[config.mk]
export PLATFORM = sky130hd
export DESIGN_NAME = gaussian_coeff_seq
export DESIGN_NICKNAME = d
export VERILOG_FILES = /design/src/rtl/gaussian_pkg.sv /design/src/rtl/gaussian_coeff_table.sv /design/src/rtl/gaussian_coeff_seq.sv
export SDC_FILE = /design/constraint.sdc
export NUM_CORES = 1
export LEC_CHECK = 0
export ABC_AREA = 1
export ABC_CLOCK_PERIOD_IN_PS = 6000
export BUFFER_PORTS_ARGS = -buffer_cell sky130_fd_sc_hd__buf_2
export CORE_ASPECT_RATIO = 1.4
export CORE_MARGIN = 8
export CORE_UTILIZATION = 48
export CTS_CLUSTER_SIZE = 40
export DETAILED_ROUTE_END_ITERATION = 8
export GPL_TIMING_DRIVEN = 0
export HOLD_SLACK_MARGIN = 0.02
export PLACE_DENSITY = 0.7
export SLEW_MARGIN = 0
export SYNTH_ARGS = -nofsm -noshare
export SYNTH_HDL_FRONTEND = slang
export SYNTH_SLANG_ARGS = --single-unit
[constraint.sdc]
create_clock -name clk_i -period 6 [get_ports clk_i]
set_clock_uncertainty 0.05 [all_clocks]
set_input_delay 0.6 -clock clk_i [delete_from_list [all_inputs] [get_ports clk_i]]
set_output_delay 0.6 -clock clk_i [all_outputs]
set_load 0.01 [all_outputs]
[src/rtl/gaussian_pkg.sv]
// Shared constants for the Gaussian coefficient sequencer: kernel weights,
// divisors, kernel sizes, FSM states and the fixed-point rounding function.
package gaussian_pkg;

  localparam int K3   = 3;
  localparam int K5   = 5;
  localparam int DIV3 = 16;
  localparam int DIV5 = 159;

  localparam int K3_W [9] = '{1, 2, 1,
                              2, 4, 2,
                              1, 2, 1};

  localparam int K5_W [25] = '{2,  4,  5,  4, 2,
                               4,  9, 12,  9, 4,
                               5, 12, 15, 12, 5,
                               4,  9, 12,  9, 4,
                               2,  4,  5,  4, 2};

  typedef enum logic {IDLE, STREAM} state_e;

  // round(n/d * 2^frac_w), half up: floor((2*n*2^f + d) / (2*d))
  function automatic longint coef_q(input int n, input int d, input int frac_w);
    longint num;
    num = longint'(n) << frac_w;
    return (2 * num + longint'(d)) / (2 * longint'(d));
  endfunction

endpackage

[src/rtl/gaussian_coeff_table.sv]
// Coefficient lookup for the 3x3 and 5x5 kernels. Constant ROM by default;
// a reset-loaded writable register file when GAUSS_COEF_WR_EN is defined.
module gaussian_coeff_table
  import gaussian_pkg::*;
#(
  parameter int COEF_W = 16,
  parameter int FRAC_W = 12
) (
`ifdef GAUSS_COEF_WR_EN
  input  logic              clk_i,
  input  logic              rst_n_i,
  input  logic              wr_en_i,
  input  logic              wr_ksel_i,
  input  logic [4:0]        wr_addr_i,
  input  logic [COEF_W-1:0] wr_data_i,
`endif
  input  logic              ksel_i,
  input  logic [4:0]        idx_i,
  output logic [COEF_W-1:0] coef_o
);

  logic [COEF_W-1:0] rom3 [9];
  logic [COEF_W-1:0] rom5 [25];

  for (genvar i = 0; i < 9; i++) begin : g_rom3
    localparam longint V = coef_q(K3_W[i], DIV3, FRAC_W);
    if (V >= (longint'(1) << COEF_W)) begin : g_ovf
      $error("gaussian_coeff_table: 3x3 coefficient does not fit COEF_W");
    end
    assign rom3[i] = V[COEF_W-1:0];
  end

  for (genvar i = 0; i < 25; i++) begin : g_rom5
    localparam longint V = coef_q(K5_W[i], DIV5, FRAC_W);
    if (V >= (longint'(1) << COEF_W)) begin : g_ovf
      $error("gaussian_coeff_table: 5x5 coefficient does not fit COEF_W");
    end
    assign rom5[i] = V[COEF_W-1:0];
  end

`ifdef GAUSS_COEF_WR_EN
  logic [COEF_W-1:0] t3_q [9];
  logic [COEF_W-1:0] t5_q [25];

  always_ff @(posedge clk_i) begin
    if (!rst_n_i) begin
      for (int i = 0; i < 9; i++)  t3_q[i] <= rom3[i];
      for (int i = 0; i < 25; i++) t5_q[i] <= rom5[i];
    end else if (wr_en_i) begin
      if (!wr_ksel_i && wr_addr_i < 5'd9)      t3_q[wr_addr_i[3:0]] <= wr_data_i;
      else if (wr_ksel_i && wr_addr_i < 5'd25) t5_q[wr_addr_i]      <= wr_data_i;
    end
  end

  // Forward a same-cycle write so the next coefficient loaded already sees it.
  always_comb begin
    coef_o = '0;
    if (wr_en_i && wr_ksel_i == ksel_i && wr_addr_i == idx_i &&
        wr_addr_i < (wr_ksel_i ? 5'd25 : 5'd9))
      coef_o = wr_data_i;
    else if (ksel_i && idx_i < 5'd25)
      coef_o = t5_q[idx_i];
    else if (!ksel_i && idx_i < 5'd9)
      coef_o = t3_q[idx_i[3:0]];
  end
`else
  always_comb begin
    coef_o = '0;
    if (ksel_i && idx_i < 5'd25)
      coef_o = rom5[idx_i];
    else if (!ksel_i && idx_i < 5'd9)
      coef_o = rom3[idx_i[3:0]];
  end
`endif

endmodule

[src/rtl/gaussian_coeff_seq.sv]
// Streams a 3x3 or 5x5 Gaussian kernel in raster order over valid/ready.
// Optional table write port enabled with GAUSS_COEF_WR_EN.
module gaussian_coeff_seq
  import gaussian_pkg::*;
#(
  parameter int COEF_W = 16,
  parameter int FRAC_W = 12
) (
  input  logic              clk_i,
  input  logic              rst_n_i,
  input  logic              start_i,
  input  logic              ksel_i,
  input  logic              abort_i,
  output logic              busy_o,
  output logic              coef_valid_o,
  input  logic              coef_ready_i,
  output logic [COEF_W-1:0] coef_data_o,
  output logic [2:0]        coef_row_o,
  output logic [2:0]        coef_col_o,
  output logic              coef_last_o,
`ifdef GAUSS_COEF_WR_EN
  input  logic              wr_en_i,
  input  logic              wr_ksel_i,
  input  logic [4:0]        wr_addr_i,
  input  logic [COEF_W-1:0] wr_data_i,
`endif
  output logic              done_o
);

  if (FRAC_W < 8 || FRAC_W > COEF_W - 1) begin : g_bad_frac
    $error("gaussian_coeff_seq: FRAC_W must lie in 8..COEF_W-1");
  end

  state_e            state_q, state_d;
  logic              ksel_q, ksel_d;
  logic [4:0]        idx_q, idx_d;
  logic [2:0]        row_q, row_d;
  logic [2:0]        col_q, col_d;
  logic [COEF_W-1:0] data_q, data_d;
  logic              last_q, last_d;
  logic              done_q, done_d;

  logic              hs, accept, rd_ksel;
  logic [4:0]        rd_idx, last_idx;
  logic [2:0]        nm1;
  logic [COEF_W-1:0] tbl_coef;

  assign busy_o       = (state_q == STREAM);
  assign coef_valid_o = (state_q == STREAM);
  assign coef_data_o  = data_q;
  assign coef_row_o   = row_q;
  assign coef_col_o   = col_q;
  assign coef_last_o  = last_q;
  assign done_o       = done_q;

  assign hs       = coef_valid_o & coef_ready_i;
  assign last_idx = ksel_q ? 5'(K5 * K5 - 1) : 5'(K3 * K3 - 1);
  assign nm1      = ksel_q ? 3'(K5 - 1) : 3'(K3 - 1);

  // A start on the final handshake chains straight into the next stream.
  assign accept  = (state_q == IDLE && start_i) ||
                   (state_q == STREAM && !abort_i && hs && last_q && start_i);
  assign rd_ksel = accept ? ksel_i : ksel_q;
  assign rd_idx  = accept ? 5'd0 : idx_q + 5'd1;

  gaussian_coeff_table #(
    .COEF_W (COEF_W),
    .FRAC_W (FRAC_W)
  ) u_table (
`ifdef GAUSS_COEF_WR_EN
    .clk_i     (clk_i),
    .rst_n_i   (rst_n_i),
    .wr_en_i   (wr_en_i),
    .wr_ksel_i (wr_ksel_i),
    .wr_addr_i (wr_addr_i),
    .wr_data_i (wr_data_i),
`endif
    .ksel_i    (rd_ksel),
    .idx_i     (rd_idx),
    .coef_o    (tbl_coef)
  );

  always_comb begin
    state_d = state_q;
    ksel_d  = ksel_q;
    idx_d   = idx_q;
    row_d   = row_q;
    col_d   = col_q;
    data_d  = data_q;
    last_d  = last_q;
    done_d  = 1'b0;
    unique case (state_q)
      IDLE: begin
        if (accept) begin
          state_d = STREAM;
          ksel_d  = ksel_i;
          idx_d   = '0;
          row_d   = '0;
          col_d   = '0;
          data_d  = tbl_coef;
          last_d  = 1'b0;
        end
      end
      STREAM: begin
        if (abort_i) begin
          state_d = IDLE;
          last_d  = 1'b0;
        end else if (hs && last_q) begin
          done_d = 1'b1;
          if (accept) begin
            ksel_d = ksel_i;
            idx_d  = '0;
            row_d  = '0;
            col_d  = '0;
            data_d = tbl_coef;
          end else begin
            state_d = IDLE;
          end
          last_d = 1'b0;
        end else if (hs) begin
          idx_d  = idx_q + 5'd1;
          data_d = tbl_coef;
          last_d = ((idx_q + 5'd1) == last_idx);
          if (col_q == nm1) begin
            col_d = '0;
            row_d = row_q + 3'd1;
          end else begin
            col_d = col_q + 3'd1;
          end
        end
      end
      default: state_d = IDLE;
    endcase
  end

  always_ff @(posedge clk_i) begin
    if (!rst_n_i) begin
      state_q <= IDLE;
      ksel_q  <= 1'b0;
      idx_q   <= '0;
      row_q   <= '0;
      col_q   <= '0;
      data_q  <= '0;
      last_q  <= 1'b0;
      done_q  <= 1'b0;
    end else begin
      state_q <= state_d;
      ksel_q  <= ksel_d;
      idx_q   <= idx_d;
      row_q   <= row_d;
      col_q   <= col_d;
      data_q  <= data_d;
      last_q  <= last_d;
      done_q  <= done_d;
    end
  end

endmodule

Word-level counts from Yosys, hierarchy flattened
Memories as Yosys holds them, arrays and structs flattened.
Cells that the tools add are included.
{"block": "word_totals", "ff_bits": 31, "mem_bits_ro": 768, "inputBits": 6, "output_inout_bits": 26, "wordCells": 91, "memories": 2}
{"block": "classes", "add_sub_neg": 3, "order_cmp": 4, "eq_ne": 8, "mux": 45, "bitwise": 5, "n_reduce_logical": 16}
{"memory": "(name not given)", "depth": 32, "width": 16, "rd": 1, "rd_clocked_by_memory_dff": 0, "wr": 0, "line_no": "gaussian_coeff_table.sv:70", "source": "coef_o = rom5[idx_i];"}
{"memory": "(name not given)", "depth": 16, "width": 16, "rd": 1, "rd_clocked_by_memory_dff": 0, "wr": 0, "line_no": "gaussian_coeff_table.sv:72", "source": "coef_o = rom3[idx_i[3:0]];"}
{"op": "16-bit two-way mux", "count": 10}
{"op": "3-bit two-way mux", "count": 11}
{"op": "16-bit case mux with 2 select lines", "count": 1}
{"op": "5-bit two-way mux", "count": 6}
{"op": "3-bit case mux with 2 select lines", "count": 2}
{"op": "1-bit two-way mux", "count": 11}
{"op": "5-bit case mux with 2 select lines", "count": 1}
{"op": "1-bit logical AND", "count": 8}
{"op": "3-bit by 1-bit adder with 3-bit output (second input constant)", "count": 2}
{"op": "6-bit greater-or-equal comparator (second input constant)", "count": 1}
{"op": "3-bit by 1-bit != test with 1-bit output (second input constant)", "count": 2}
{"op": "5-bit inverter with 6-bit output", "count": 1}
{"op": "1-bit case mux with 2 select lines", "count": 3}
{"op": "2-bit AND reduction", "count": 3}
{"op": "5-bit by 1-bit adder with 5-bit output (second input constant)", "count": 1}
{"op": "5-bit == test", "count": 1}
{"op": "5-bit greater-or-equal comparator (second input constant)", "count": 1}
{"op": "5-bit by 4-bit < comparator with 1-bit output (second input constant)", "count": 1}
{"op": "5-bit < comparator (second input constant)", "count": 1}
{"op": "4-bit inverter with 5-bit output", "count": 1}
{"op": "2-bit != test (second input constant)", "count": 2}
{"op": "4-bit by 2-bit != test with 1-bit output (second input constant)", "count": 1}
{"op": "3-bit == test", "count": 1}
{"op": "3-bit AND reduction", "count": 1}
{"op": "6 further kinds", "count": 8}

Longest topological paths before layout
{"block": "depth", "ltp_word": 17, "depth_mapped": 16, "ltp_nobuf": 15}

Hierarchy
A second synthesis with hierarchy kept.
{"block": "hier_totals", "hier_cells": 317, "area_unflattened_um2": 2080.7}
{"mod": "gaussian_coeff_seq", "n_inst": 1, "cells_per_inst": 203, "area_each_um2": 1486.4, "seq_area_each_um2": 620.6}
{"mod": "gaussian_coeff_table", "n_inst": 1, "cells_per_inst": 114, "area_each_um2": 594.3, "seq_area_each_um2": 0.0}

Worst setup path after synthesis
No wires, ideal clock.
{"block": "synth_timing", "kind": "input -> register", "start": "input port coef_ready_i", "end": "register data_q[4] (netlist: coef_data_o[4])", "setup_ps": 132, "arrival_time_ps": 1966, "required_ps": 5818, "setup_slack_ps": 3852, "cell_stages": 13, "path_buffers": 1, "path_cell_list": "nand2_1 nand2_2 nand2_4 buf_12 nand2_1 inv_1 ha_1 nand3_1 nand3_1 nand3_1 nand2_1 nand2_1 a21oi_1"}
{"block": "synth_via", "elab_chain_len": 16, "elab_cells_between_ends": 30, "cone_classes": "order compare: 2; eq/ne: 1; mux: 13; bitwise: 3; reduce/logical: 9; memory: 2"}
{"item": "start, declared", "line_no": "gaussian_coeff_seq.sv:16", "source": "input logic coef_ready_i,"}
{"item": "1-bit AND (*)", "line_no": "gaussian_coeff_seq.sv:56", "source": "assign hs = coef_valid_o & coef_ready_i;"}
{"item": "1-bit logical AND (3 in a row)", "line_no": "gaussian_coeff_seq.sv:62", "source": "(state_q == STREAM && !abort_i && hs && last_q && start_i);"}
{"item": "1-bit logical OR", "line_no": "gaussian_coeff_seq.sv:61", "source": "assign accept = (state_q == IDLE && start_i) ||"}
{"item": "5-bit two-way mux", "line_no": "gaussian_coeff_seq.sv:64", "source": "assign rd_idx = accept ? 5'd0 : idx_q + 5'd1;"}
{"item": "4-bit inverter with 5-bit output (implied by the code)", "line_no": "gaussian_coeff_table.sv:72"}
{"item": "memory 16 x 16 bit"}
{"item": "16-bit two-way mux (implied by the code) (2 in a row)", "line_no": "gaussian_coeff_table.sv:72"}
{"item": "16-bit two-way mux", "line_no": "gaussian_coeff_table.sv:71", "source": "else if (!ksel_i && idx_i < 5'd9)"}
{"item": "16-bit two-way mux", "line_no": "gaussian_coeff_table.sv:69", "source": "if (ksel_i && idx_i < 5'd25)"}
{"item": "16-bit two-way mux, on equally long branches", "line_no": "gaussian_coeff_seq.sv:120, gaussian_coeff_seq.sv:94, gaussian_coeff_seq.sv:110"}
{"item": "16-bit two-way mux", "line_no": "gaussian_coeff_seq.sv:108", "source": "end else if (hs && last_q) begin"}
{"item": "16-bit two-way mux", "line_no": "gaussian_coeff_seq.sv:105", "source": "if (abort_i) begin"}
{"item": "16-bit case mux with 2 select lines", "line_no": "gaussian_coeff_seq.sv:92", "source": "unique case (state_q)"}
{"item": "end signal, assigned", "line_no": "gaussian_coeff_seq.sv:152", "source": "data_q <= data_d;"}
{"item": "end, declared", "line_no": "gaussian_coeff_seq.sv:39", "source": "logic [COEF_W-1:0] data_q, data_d;"}
Mark *: on every way between the ends. The rest lies on a longest branch, timed or not. The select of a mux whose other input is x is not followed.
A chain may end at the register's enable or synchronous reset.

Worst setup path in the final report
{"block": "layout_timing", "start": "input port coef_ready_i", "end": "register data_q[1] (netlist: coef_data_o[1])"}
The elaborated chain is that of the path after synthesis.

==> results.cfg <==
[outcome]
run_status = finished clean

[timing]
fmax_ghz = 0.456
setup_viol = 0
fin_tns_setup_ps = 0
layout_min_cycle_time_ps = 2190
min_period_over_period_pct = 36.5
tightest_slew_ps = 494
grt_setup_unrepaired = no
finalHoldViolations = 0
relSlewSlack_pct = 67.1
holdWs_ps = 377
drv_slew = 0
setup_ws_ps = 3810

[detailed_routing]
wl_per_cell_um = 13.2
via_count = 1919
via_per_inst = 5.26
route.detailed.drc = 0
dr.pass1.iters = 4
routed_wl_um = 4820
postRouteAntennaNets = 0
drt_iter0_markers = 103

[grt]
grt_usage_pct = 15.2
grt_overflow = 0
top_usage_layer = met2
grt_pass1_wl_um = 8180
antenna_found_initial = 0
grt_use_met2_pct = 28.1
grt_max_degree = 11
gr-usage-met1_pct = 15.7
grt_pass1_vias = 1857
met3_usage_pct = 2.80

[yosys]
synth_top_family_by_area = simple AND/OR/NAND/NOR gates
yosysUniqueCellTypes = 38
netlist_area_um2 = 1970
synth_warnings = 0
synth_top_area_share_pct = 31.5
synth-simple-area-share_pct = 42.2
yosys-top-cells-count = 77 x nand2_1, 31 x dfxtp_1, 29 x nor2_1, 26 x nand3_1, 21 x a21oi_1
synth.most_common_cell = nand2_1
yosys_register_bits = 31
synth_xor_area_share_pct = 0.444
synth-compound-area-share_pct = 11.0
synthAdderAreaFrac_pct = 6.35
synth_nets = 299
synthFlopType = dfxtp_1
synth_top_area_cell = dfxtp_1
syn_area_per_cell_um2 = 6.96
yosys-mux-area-fraction_pct = 0
syn_inst = 283
seq_area_frac_synth_pct = 31.5
synth-edff-count = 0
yosys-top-cells-area = dfxtp_1 31%, nand2_1 15%, nand3_1 6.6%
synthArstFlopShare_pct = 0

[critical_path]
r2r_slack_ps = 3810
reg2reg_from = busy_o
reg2reg_depth = 14
start_kind = input pin
path_cells = buf_2, nand2_1, nand2_2, nand2_4, buf_12, nand2_1, inv_1, ha_1, nand3_1, nand3_1, nand4_1, nand2_1, nand2_1, a21oi_1
criticalPathCategory = input pin to flop
required_ps = 6100
cpLargestDelayFamily = simple AND/OR/NAND/NOR gates
cpMostUsedCell = nand2_1
cp_max_fo = 10
max_stage_delay_ps = 300
critPathCaptureType = flop
crit_end = coef_data_o[1]
cp_num_buf_inv = 3
cp-startpoint = coef_ready_i
path_depth = 14
rr_endpoint = coef_data_o[8]
worstPathArrival_ps = 2290
crit_slowest_cell = ha_1

[cells_and_area]
multi_input_area_um2 = 1180
fin_util_pct = 58.1
final_nets = 337
fillers = 402
drive_gt1_share_pct = 24.2
diodes = 0
area_growth_syn_to_layout_pct = 16.6
final_area_um2 = 2300
regArea_um2 = 621
stdcell_count = 365

[clock_tree]
clock_latency_ps = 280
clock_path_buffers = 2
path_clk_slew_ps = 70
cts_setup_buffers = 0
cts_root_buffer = clkbuf_8
cts_tree = yes
clock_sinks = 31
hold_buffers = 0
cts_resized = 0
h-tree-depth = 2
cts_made_buffers = 5

[placed_design]
portBuffers = 31
dpl-instance-area_um2 = 2180
gp_congestion = 0.931
hpwl_um = 3630
dp_worst_setup_slack_ps = 3520
placed_cells = 357

[floorplan]
dieArea_um2 = 6440
row_count = 27
die_w_um = 70.2
initial_utilization_pct = 49.9
core_region_area_um2 = 3950
die_y_um = 91.8
pin_count = 32

[worst_hold_path]
worstHoldPathType = flop to flop
worstHoldPathCells = 2
hp-start = coef_data_o[13]

[pwr]
leakage_nw = 1.12
intPower_uw = 384
switching_share_pct = 28.7
power_density_nw_per_um2 = 234
power_frac_seq_pct = 40.6
power_frac_clock_pct = 40.0
power_uw = 539
switchingPower_uw = 154
ir_drop_mv = 0.226
pwr-share-comb_pct = 19.4

[run]
cap_violations = 0
-- cell type report --
cell class | instances | area share, %
inverter | 24 | 4.03
buffer | 9 | 3.27
clock buffer | 6 | 3.59
clock inverter | 2 | 1.53
multi-input combinational | 219 | 51.5
timing repair buffer | 31 | 6.75
sequential | 31 | 27.0
tap | 43 | 2.34
-- registers in the layout (all words and copies together) (netlist names) --
register	count
coef_data_o	16
coef_last_o	1
busy_o	1
coef_col_o	3
ksel_q	1
done_o	1
idx_q	5
coef_row_o	3
-- worst min-delay path by stage --
stage	endpoint	slack (ps)
finish	coef_data_o[13]	380
global route	coef_data_o[11]	400
CTS	coef_data_o[11]	380
detailed placement	coef_data_o[11]	370
global placement	coef_data_o[13]	370
floorplan	idx_q[4]	400
-- kinds of logic (layout without fill, tap and decap cells) --
kind of cell | count (synthesis) | in the layout
flip-flops | 31 | 31
AO/OA/AOI/OAI | 39 | 39
buffers and inverters | 33 | 72
adder cells (fa/ha/maj) | 10 | 10
XOR/XNOR | 1 | 1
AND/OR/NAND/NOR | 169 | 169
-- placed cells by master (no fill, tap or decap), drive strengths merged --
cell     n
nand2   90
buf     37
nor2    36
dfxtp   31
nand3   28
inv     23
a21oi   21
o21ai   14
ha      10
clkbuf   9
nand4    8
nand3b   2
or2      2
clkinv   2
a211oi   1
nor3     1
a22oi    1
a31oi    1
and3     1
xor2     1
o22ai    1
nor4     1
bufinv   1
-- power groups by stage --
stage	clock [mW]	combinational, mW	sequential [mW]
2_1_floorplan	0	0.0741	0.226
3_3_place_gp	0	0.104	0.223
3_5_place_dp	0	0.104	0.223
4_1_cts	0.218	0.105	0.219
5_1_grt	0.224	0.117	0.219
6_report	0.215	0.105	0.219
-- metal layers --
| metal | part of all wire, % | vias to the layer above |
|---|---|---|
| li1 | - | 998 |
| met1 | 41 | 871 |
| met2 | 52 | 41 |
| met3 | 4.6 | 9 |
| met4 | 2.5 | 0 |
| met5 | 0 | - |
-- worst min-delay path, delay by kind of cell (launching register included) --
kind	cells	cell delay, ps
DFF	1	310
and+or+nand+nor	2	80
No activity file was read; power rests on OpenSTA's default activity.
